[src/rtl/bin_to_bcd_seq_if.sv]
`default_nettype none
// ============================================================================
// Module      : bin_to_bcd_seq_if
// Description : Request/result bundle between a binary source and the
//               sequential binary-to-BCD converter.
// Revision    : 1.0 - initial release
// ============================================================================
interface bin_to_bcd_seq_if;
   logic        start;
   logic [15:0] bin;
   logic        busy;
   logic        done;
   logic [15:0] bcd;
   logic        ovf;

   // Source side: issues requests, observes results
   modport master (
      output start,
      output bin,
      input  busy,
      input  done,
      input  bcd,
      input  ovf
   );

   // Converter side
   modport slave (
      input  start,
      input  bin,
      output busy,
      output done,
      output bcd,
      output ovf
   );
endinterface
`default_nettype wire

[src/rtl/bin_to_bcd_seq.sv]
`default_nettype none
// ============================================================================
// Module      : bin_to_bcd_seq
// Description : 16-bit unsigned binary to 4-digit packed BCD, one bit per
//               clock (shift-and-add-3). Inputs above 9999 saturate to 9999
//               and raise ovf. Results update only when a conversion ends,
//               so a downstream display never sees partial digits.
// Revision    : 1.0 - initial release
// ============================================================================
module bin_to_bcd_seq #(
   parameter bit AUTO = 1'b0
) (
   input  wire logic       clk,
   input  wire logic       rst_n,
   bin_to_bcd_seq_if.slave bus
);

   localparam logic [15:0] c_BIN_MAX  = 16'd9999;
   localparam logic [4:0]  c_LAST_CNT = 5'd15;

   typedef enum logic [1:0] {
      ST_IDLE  = 2'd0,
      ST_SHIFT = 2'd1,
      ST_DONE  = 2'd2
   } state_t;

   state_t      r_state;
   state_t      w_state_next;

   logic [15:0] r_bin_sr;
   logic [15:0] r_scratch;
   logic [4:0]  r_cnt;
   logic        r_ovf_next;
   logic        r_busy;
   logic        r_done;
   logic [15:0] r_bcd;
   logic        r_ovf;

   logic        w_accept;
   logic        w_last;
   logic        w_bin_ovf;
   logic [15:0] w_bin_clamp;
   logic [15:0] w_scratch_adj;
   logic [15:0] w_scratch_shf;
   logic [15:0] w_bin_shf;

   assign w_accept    = (r_state == ST_IDLE) && (bus.start || AUTO);
   assign w_last      = (r_cnt == c_LAST_CNT);
   assign w_bin_ovf   = (bus.bin > c_BIN_MAX);
   assign w_bin_clamp = w_bin_ovf ? c_BIN_MAX : bus.bin;

   // Add-3 correction on every digit that would reach 10+ after doubling
   always_comb begin
      w_scratch_adj = r_scratch;
      for (int i = 0; i < 4; i++) begin
         if (r_scratch[i*4 +: 4] >= 4'd5) begin
            w_scratch_adj[i*4 +: 4] = r_scratch[i*4 +: 4] + 4'd3;
         end
      end
   end

   // One left shift of the {scratch, binary} pair
   assign w_scratch_shf = {w_scratch_adj[14:0], r_bin_sr[15]};
   assign w_bin_shf     = {r_bin_sr[14:0], 1'b0};

   // Next-state selection
   always_comb begin
      w_state_next = r_state;
      case (r_state)
         ST_IDLE:  if (w_accept) w_state_next = ST_SHIFT;
         ST_SHIFT: if (w_last)   w_state_next = ST_DONE;
         ST_DONE:                w_state_next = ST_IDLE;
         default:                w_state_next = ST_IDLE;
      endcase
   end

   // State register
   always_ff @(posedge clk) begin
      if (!rst_n) begin
         r_state <= ST_IDLE;
      end else begin
         r_state <= w_state_next;
      end
   end

   // Datapath and registered status/result outputs
   always_ff @(posedge clk) begin
      if (!rst_n) begin
         r_bin_sr   <= 16'h0000;
         r_scratch  <= 16'h0000;
         r_cnt      <= 5'd0;
         r_ovf_next <= 1'b0;
         r_busy     <= 1'b0;
         r_done     <= 1'b0;
         r_bcd      <= 16'h0000;
         r_ovf      <= 1'b0;
      end else begin
         r_busy <= (w_state_next != ST_IDLE);
         r_done <= (w_state_next == ST_DONE);
         case (r_state)
            ST_IDLE: begin
               if (w_accept) begin
                  r_bin_sr   <= w_bin_clamp;
                  r_ovf_next <= w_bin_ovf;
                  r_scratch  <= 16'h0000;
                  r_cnt      <= 5'd0;
               end
            end
            ST_SHIFT: begin
               r_scratch <= w_scratch_shf;
               r_bin_sr  <= w_bin_shf;
               r_cnt     <= r_cnt + 5'd1;
               // Publish on the final shift so digits are visible in DONE
               if (w_last) begin
                  r_bcd <= w_scratch_shf;
                  r_ovf <= r_ovf_next;
               end
            end
            default: begin
            end
         endcase
      end
   end

   assign bus.busy = r_busy;
   assign bus.done = r_done;
   assign bus.bcd  = r_bcd;
   assign bus.ovf  = r_ovf;

endmodule
`default_nettype wire

[src/flat_wrapper.sv]
// flat-port wrapper written by rule: the top's interface ports become plain ports
module bin_to_bcd_seq_flat 
#(
   parameter bit AUTO = 1'b0
)
  (clk, rst_n, bus_start, bus_bin, bus_busy, bus_done, bus_bcd, bus_ovf);
  bin_to_bcd_seq_if bus_i ();
  input  wire logic clk;
  input  wire logic rst_n;
  input wire logic [$bits(bus_i.start)-1:0] bus_start;
  input wire logic [$bits(bus_i.bin)-1:0] bus_bin;
  output wire logic [$bits(bus_i.busy)-1:0] bus_busy;
  output wire logic [$bits(bus_i.done)-1:0] bus_done;
  output wire logic [$bits(bus_i.bcd)-1:0] bus_bcd;
  output wire logic [$bits(bus_i.ovf)-1:0] bus_ovf;
  assign bus_i.start = bus_start;
  assign bus_i.bin = bus_bin;
  assign bus_busy = bus_i.busy;
  assign bus_done = bus_i.done;
  assign bus_bcd = bus_i.bcd;
  assign bus_ovf = bus_i.ovf;
  bin_to_bcd_seq #(.AUTO(AUTO)) u_core (.clk(clk), .rst_n(rst_n), .bus(bus_i));
endmodule
[config.mk]
export PLATFORM = sky130hd
export DESIGN_NAME = bin_to_bcd_seq_flat
export DESIGN_NICKNAME = d
export VERILOG_FILES = /design/src/rtl/bin_to_bcd_seq_if.sv /design/src/rtl/bin_to_bcd_seq.sv /design/src/flat_wrapper.sv
export SDC_FILE = /design/constraint.sdc
export NUM_CORES = 1
export LEC_CHECK = 0
export ABC_CLOCK_PERIOD_IN_PS = 6000
export CAP_MARGIN = 15
export CORE_MARGIN = 1
export CORE_UTILIZATION = 58
export DETAILED_ROUTE_END_ITERATION = 16
export GPL_ROUTABILITY_DRIVEN = 0
export GPL_TIMING_DRIVEN = 0
export PLACE_DENSITY_LB_ADDON = 0.1
export SYNTH_ARGS = -nofsm -noshare
export SYNTH_HDL_FRONTEND = slang
export SYNTH_SLANG_ARGS = --single-unit
[constraint.sdc]
create_clock -name clk -period 6 [get_ports clk]
set_clock_uncertainty 0.15 [all_clocks]
set_input_delay 1.2 -clock clk [delete_from_list [all_inputs] [get_ports clk]]
set_output_delay 1.2 -clock clk [all_outputs]
set_load 0.03 [all_outputs]
# Yosys cells after proc, flatten, opt, wreduce, memory -nomap -nowiden
# Cells that the tools add are included.
[word_totals] ff_bits=59 out_inout_bits=19
[op_classes] order_cmp=5 mux=14 n_addsub=5 eq_ne=4 reduce_logical=7
[op_table] operator="16-bit case mux with 2 select lines" n=2
[op_table] operator="16-bit two-way mux" n=3
[op_table] operator="4-bit by 3-bit greater-or-equal comparator with 1-bit output (second input constant)" n=4
[op_table] operator="16-bit by 14-bit greater-than comparator with 1-bit output (second input constant)" n=1
[op_table] operator="4-bit by 2-bit adder with 4-bit output (second input constant)" n=3
[op_table] operator="4-bit two-way mux" n=3
[op_table] operator="5-bit case mux with 2 select lines" n=1
[op_table] operator="2-bit AND reduction" n=3
[op_table] operator="5-bit by 1-bit adder with 5-bit output (second input constant)" n=1
[op_table] operator="5-bit by 4-bit == test with 1-bit output (second input constant)" n=1
[op_table] operator="5-bit two-way mux" n=1
[op_table] operator="2-bit two-way mux" n=2
[op_table] operator="2-bit case mux with 2 select lines" n=1
[op_table] operator="2-bit nonzero test" n=2
[op_table] operator="3-bit by 2-bit adder with 3-bit output (second input constant)" n=1
[op_table] operator="3-bit two-way mux" n=1
[op_table] operator="2-bit by 1-bit == test with 1-bit output (second input constant)" n=1
[op_table] operator="2-bit == test (second input constant)" n=1
[op_table] operator="2-bit logical NOT" n=1
[op_table] operator="2-bit by 1-bit inequality test with 1-bit output (second input constant)" n=1
[op_table] operator="1-bit logical AND" n=1

# Longest topological paths before layout
[depth] depth_word=5 depth_mapped=8 depth_no_buf=7

# Least setup slack after synthesis
# No wires, ideal clock.
[synth_path] kind="input port to flip-flop" start="input port bus_start" end="register u_core.r_bin_sr[1]" path_slack_ns=3.279 setup_time_ns=0.119 required_time_ns=5.731 arrival_ns=2.452 path_buffers=2 stages=6 cell_sequence="or3b_1 buf_6 or4_1 buf_2 nor3_1 nor2_1"
[synth_via] elab_chain_cells=3
[synth_rtl] element="from (decl)" line="flat_wrapper.sv:10" rtl="input wire logic [$bits(bus_i.start)-1:0] bus_start;"
[synth_rtl] element="1-bit logical AND" line="bin_to_bcd_seq.sv:47" rtl="assign w_accept = (r_state == ST_IDLE) && (bus.start || AUTO);"
[synth_rtl] element="2-bit by 1-bit inequality test with 1-bit output (no source line)"
[synth_rtl] element="2-bit AND reduction (no source line)"
[synth_rtl] element="to (signal assigned)" line="bin_to_bcd_seq.sv:103" rtl="r_bin_sr <= w_bin_clamp;"
[synth_rtl] element="to (signal assigned)" line="bin_to_bcd_seq.sv:111" rtl="r_bin_sr <= w_bin_shf;"
[synth_rtl] element="to (decl)" line="bin_to_bcd_seq.sv:30" rtl="logic [15:0] r_bin_sr;"
# Every way passes these cells.
# A chain may end at the register's enable or synchronous reset.

# Worst setup path in the final report
[layout_path] start="input port bus_start" end="register u_core.r_bin_sr[3]"
# The elaborated chain is that of the path after synthesis.

==> impl_summary.md <==
Detailed routing
In the routed design, unresolved DRC markers number 0. The post-detailed-route via-to-cell ratio is 5.81. The number of antenna-violating nets in the routed design is 0. For this block, the initial DRC count from the detailed router was 185. The detailed-router iteration count before antenna repair is 4. In the final routed layout, each cell accounts on average for 15.3 um.

The wire length after detailed routing is 6150 um. For this block, the via count after detailed routing is 2342.

Worst hold path
Counting instances, the worst hold path has a depth of 2. The worst hold path begins at u_core.bus.bcd[0]. The path with the worst hold slack has its endpoint at u_core.bus.bcd[0]. The type of the worst min-delay path is reg -> reg.

Global routing
The total routing resource utilization after global routing is 0.277. The number of global-route vias before repair is 2262. The initial antenna violation count is 0.

The global-route wire length before repair is 10400 um. The maximum number of pins on one net before global-route repair is 11. Summed over all layers, the global routing overflow is 0.

Cells and area
The count of cells in the finished layout, fillers not included, comes to 403. The library cells used most frequently in the layout, excluding fill and tap cells, are 59 x sky130_fd_sc_hd__dfxtp_1, 37 x sky130_fd_sc_hd__clkdlybuf4s50_1, 34 x sky130_fd_sc_hd__o21ai_0. The final layout contains 376 nets. The library cell used most frequently in the layout, excluding fill and tap cells, is sky130_fd_sc_hd__dfxtp_1. In the final layout, the share of cells above drive strength 1 is 0.0570. The sequential cells in the finished layout cover a total of 1180 um^2. In the final layout, the multi-input gates occupy 1310 um^2. The repair_antennas step left the layout with diodes totalling 0. The area growth from synthesis to layout is 22.9%. The layout has 338 filler cells.

The final design area excluding fillers is 3200 um^2. The post-layout utilization of the core is 0.740.

Logic synthesis
The synthesized netlist contains 37 unique library cells. In this run, synthesis inferred 0 flip-flops with an integrated enable. Counting every net in the synthesized netlist gives 328. Yosys printed 0 warnings. The cell area that synthesis handed to floorplanning was 2600 um^2.

The most used flip-flop cell after synthesis is sky130_fd_sc_hd__dfxtp_1. The post-synthesis sequential element count is 59. Synthesis handed over a netlist of 299 instances.

The post-synthesis sequential area ratio is 0.453. The share of synthesized flip-flops with an asynchronous set or reset is 0. The post-synthesis area per instance is 8.71 um^2.

Job
The number of max-cap violations is 0.

CTS
The clock sink count is 59. In this run, CTS created clock tree buffers numbering 9. The root buffer selected by CTS is sky130_fd_sc_hd__clkbuf_8. The hold-fix buffer count after cts is 0. Clock-pin slew was measured on the worst setup and hold paths at 0.07 ns. The longest clock path from root to sink contains 2 buffers.

CTS built an H-tree with a depth of 3. Post-CTS timing repair inserted 0 buffers for setup. The number of gates resized after CTS was 0. The CTS tree is yes. The later pin in the worst-skew pair is clocked with a latency of 0.33 ns.

Setup path
The worst setup path is captured at a flop. The critical path goes through clkdlybuf4s50_1, or3b_1, buf_6, or4_1, buf_2, nor3_1, nor2_1. The kind of cell adding the most delay to the critical path is simple AND/OR/NAND/NOR gates. The number of buffers and inverters on the critical path is 3. The critical path arrival is 3.10 ns. STA classifies the critical path startpoint as an input pin. The worst register-to-register path has a depth of 8. The required time of the critical path is 6.07 ns. Among all stages on the critical path, the largest delay is contributed by sky130_fd_sc_hd__clkdlybuf4s50_1. The largest fanout on the critical path is 9. The endpoint identified for the worst register-to-register timing path is u_core.bus.bcd[7]. The critical path in this run is classified as in -> reg. Setup slack on the worst reg-to-reg path comes out at 3.49 ns. On the worst path, the slowest cell contributes a delay of 0.54 ns. In this run the critical register-to-register path is launched from u_core.r_cnt[0].

Placement
OpenSTA, run right after detailed placement, puts the worst setup slack at 2.64 ns. Detailed placement ended at an HPWL of 4340 um. The placed cell count is 388. The placed instances occupy a cell area of 3040 um^2. The port buffer count is 37.

Floorplan
38 I/O pins were placed. The overall die width is 69.0 um. The area of the core is 4320 um^2. After floorplanning, the core was divided into 24 placement rows. For this configuration, the core starts out at a cell density of 0.602.

The area of the die is 4760 um^2. The chip height is 69.0 um.

Power and ir drop
Power spread over the standard cell area amounts to 240 nW/um^2. The worst-case IR drop observed on VDD is 0.171 mV. Total power for the finished layout comes to 770 uW. In this run the static leakage power is 1.13 nW.

Timing
The measured slew at the worst slew-check pin is 0.727 ns. The max-slew violation count is 0. Setup repair after global routing left no endpoint under its margin. The worst path in the final design needs a cycle of 3.03 ns, including I/O delays and setup.

Hold is met by 0.316 ns. The fmax is 330 MHz. The smallest setup slack after layout is 2.97 ns.

The headroom to the max-slew limit is 0.513. The setup total negative slack is 0 ns. Setup violations remaining at the end of the flow were counted as 0. Of the available clock period, the critical path in the final layout requires 0.504. The final number of hold-violating endpoints is 0.

Outcome
The flow ran to the end, and the final reports show no timing, DRC or antenna violations.
-- worst reg2reg max path: stages, from the launching register on --
cell and delay (ns):
sky130_fd_sc_hd__dfxtp_1 0.39, sky130_fd_sc_hd__ha_1 0.22, sky130_fd_sc_hd__and3_1 0.18, sky130_fd_sc_hd__ha_1 0.17, sky130_fd_sc_hd__inv_1 0.06, sky130_fd_sc_hd__nor2_1 0.57
sky130_fd_sc_hd__clkbuf_1 0.44, sky130_fd_sc_hd__o21ai_0 0.14, sky130_fd_sc_hd__a21oi_1 0.14
-- metal layers --
| metal | track usage | vias up | share of wire |
|---|---|---|---|
| met5 | 0 | - | 0 |
| li1 | - | 1165 | - |
| met1 | 0.355 | 1122 | 0.47 |
| met3 | 0.0599 | 11 | 0.042 |
| met2 | 0.453 | 44 | 0.47 |
| met4 | 0.113 | 0 | 0.016 |
-- report_power, final --
part,leakage (nW),internal [mW],switching [mW]
sequential,0.479,0.401,0.00599
combinational,0.569,0.0257,0.0320
clock,0.0860,0.157,0.148
-- worst max-delay path by stage --
stage | startpoint | endpoint | slack (ns) | cells after the start
2_1_floorplan | bus_start | u_core.r_bin_sr[1] | 3.28 | 6
3_3_place_gp | bus_start | u_core.r_bin_sr[1] | 2.65 | 7
3_5_place_dp | bus_start | u_core.r_bin_sr[2] | 2.64 | 7
4_1_cts | bus_start | u_core.r_bin_sr[2] | 2.98 | 7
5_1_grt | bus_start | u_core.r_bin_sr[3] | 2.80 | 7
6_report | bus_start | u_core.r_bin_sr[3] | 2.97 | 7
-- synth_stat cells (2+ instances only) --
master,count,area (um^2)
sky130_fd_sc_hd__a21boi_1,4,30.0
sky130_fd_sc_hd__o21a_1,2,15.0
sky130_fd_sc_hd__nor2b_1,4,25.0
sky130_fd_sc_hd__xnor2_1,4,35.0
sky130_fd_sc_hd__a21boi_0,11,82.6
sky130_fd_sc_hd__clkbuf_1,14,52.6
sky130_fd_sc_hd__nor4_1,2,12.5
sky130_fd_sc_hd__o21ai_0,34,170
sky130_fd_sc_hd__dfxtp_1,59,1180
sky130_fd_sc_hd__or4b_1,2,20.0
sky130_fd_sc_hd__a222oi_1,2,20.0
sky130_fd_sc_hd__nor3b_1,8,60.1
sky130_fd_sc_hd__nor3_1,7,35.0
sky130_fd_sc_hd__a21oi_1,21,105
sky130_fd_sc_hd__nand4_1,4,25.0
sky130_fd_sc_hd__mux2_2,4,45.0
sky130_fd_sc_hd__and3_1,2,12.5
sky130_fd_sc_hd__nand2b_1,4,25.0
sky130_fd_sc_hd__a22oi_1,4,30.0
sky130_fd_sc_hd__inv_1,13,48.8
sky130_fd_sc_hd__and2_1,3,18.8
sky130_fd_sc_hd__nand2_1,23,86.3
sky130_fd_sc_hd__nor2_1,17,63.8
sky130_fd_sc_hd__o221ai_1,7,61.3
sky130_fd_sc_hd__nand3_1,23,115
sky130_fd_sc_hd__ha_1,10,125
-- cell type report --
type,instances,share of cell area
multi-input cells,211,0.408
flip-flops and latches,59,0.369
repair buffers,37,0.116
clock buffers,12,0.0453
plain buffers,16,0.0215
well taps,52,0.0203
inverters,13,0.0152
clock inverters,3,0.00469
-- cell families after synthesis --
group	after synthesis	synth area share
compound gates	88	0.207
xor+xnor	4	0.0134
fa+ha+maj	10	0.0480
buf+inv	29	0.0451
flops	59	0.453
mux	5	0.0211
simple gates	104	0.212
-- state kept, by name (all words and copies together), names as in the netlist --
register           count
u_core.r_ovf_next      1
u_core.r_state         2
u_core.bus.bcd        16
u_core.r_bin_sr       16
u_core.bus.busy        1
u_core.r_scratch      16
u_core.bus.done        1
u_core.r_cnt           5
u_core.bus.ovf         1
No activity file was read; power rests on OpenSTA's default activity.
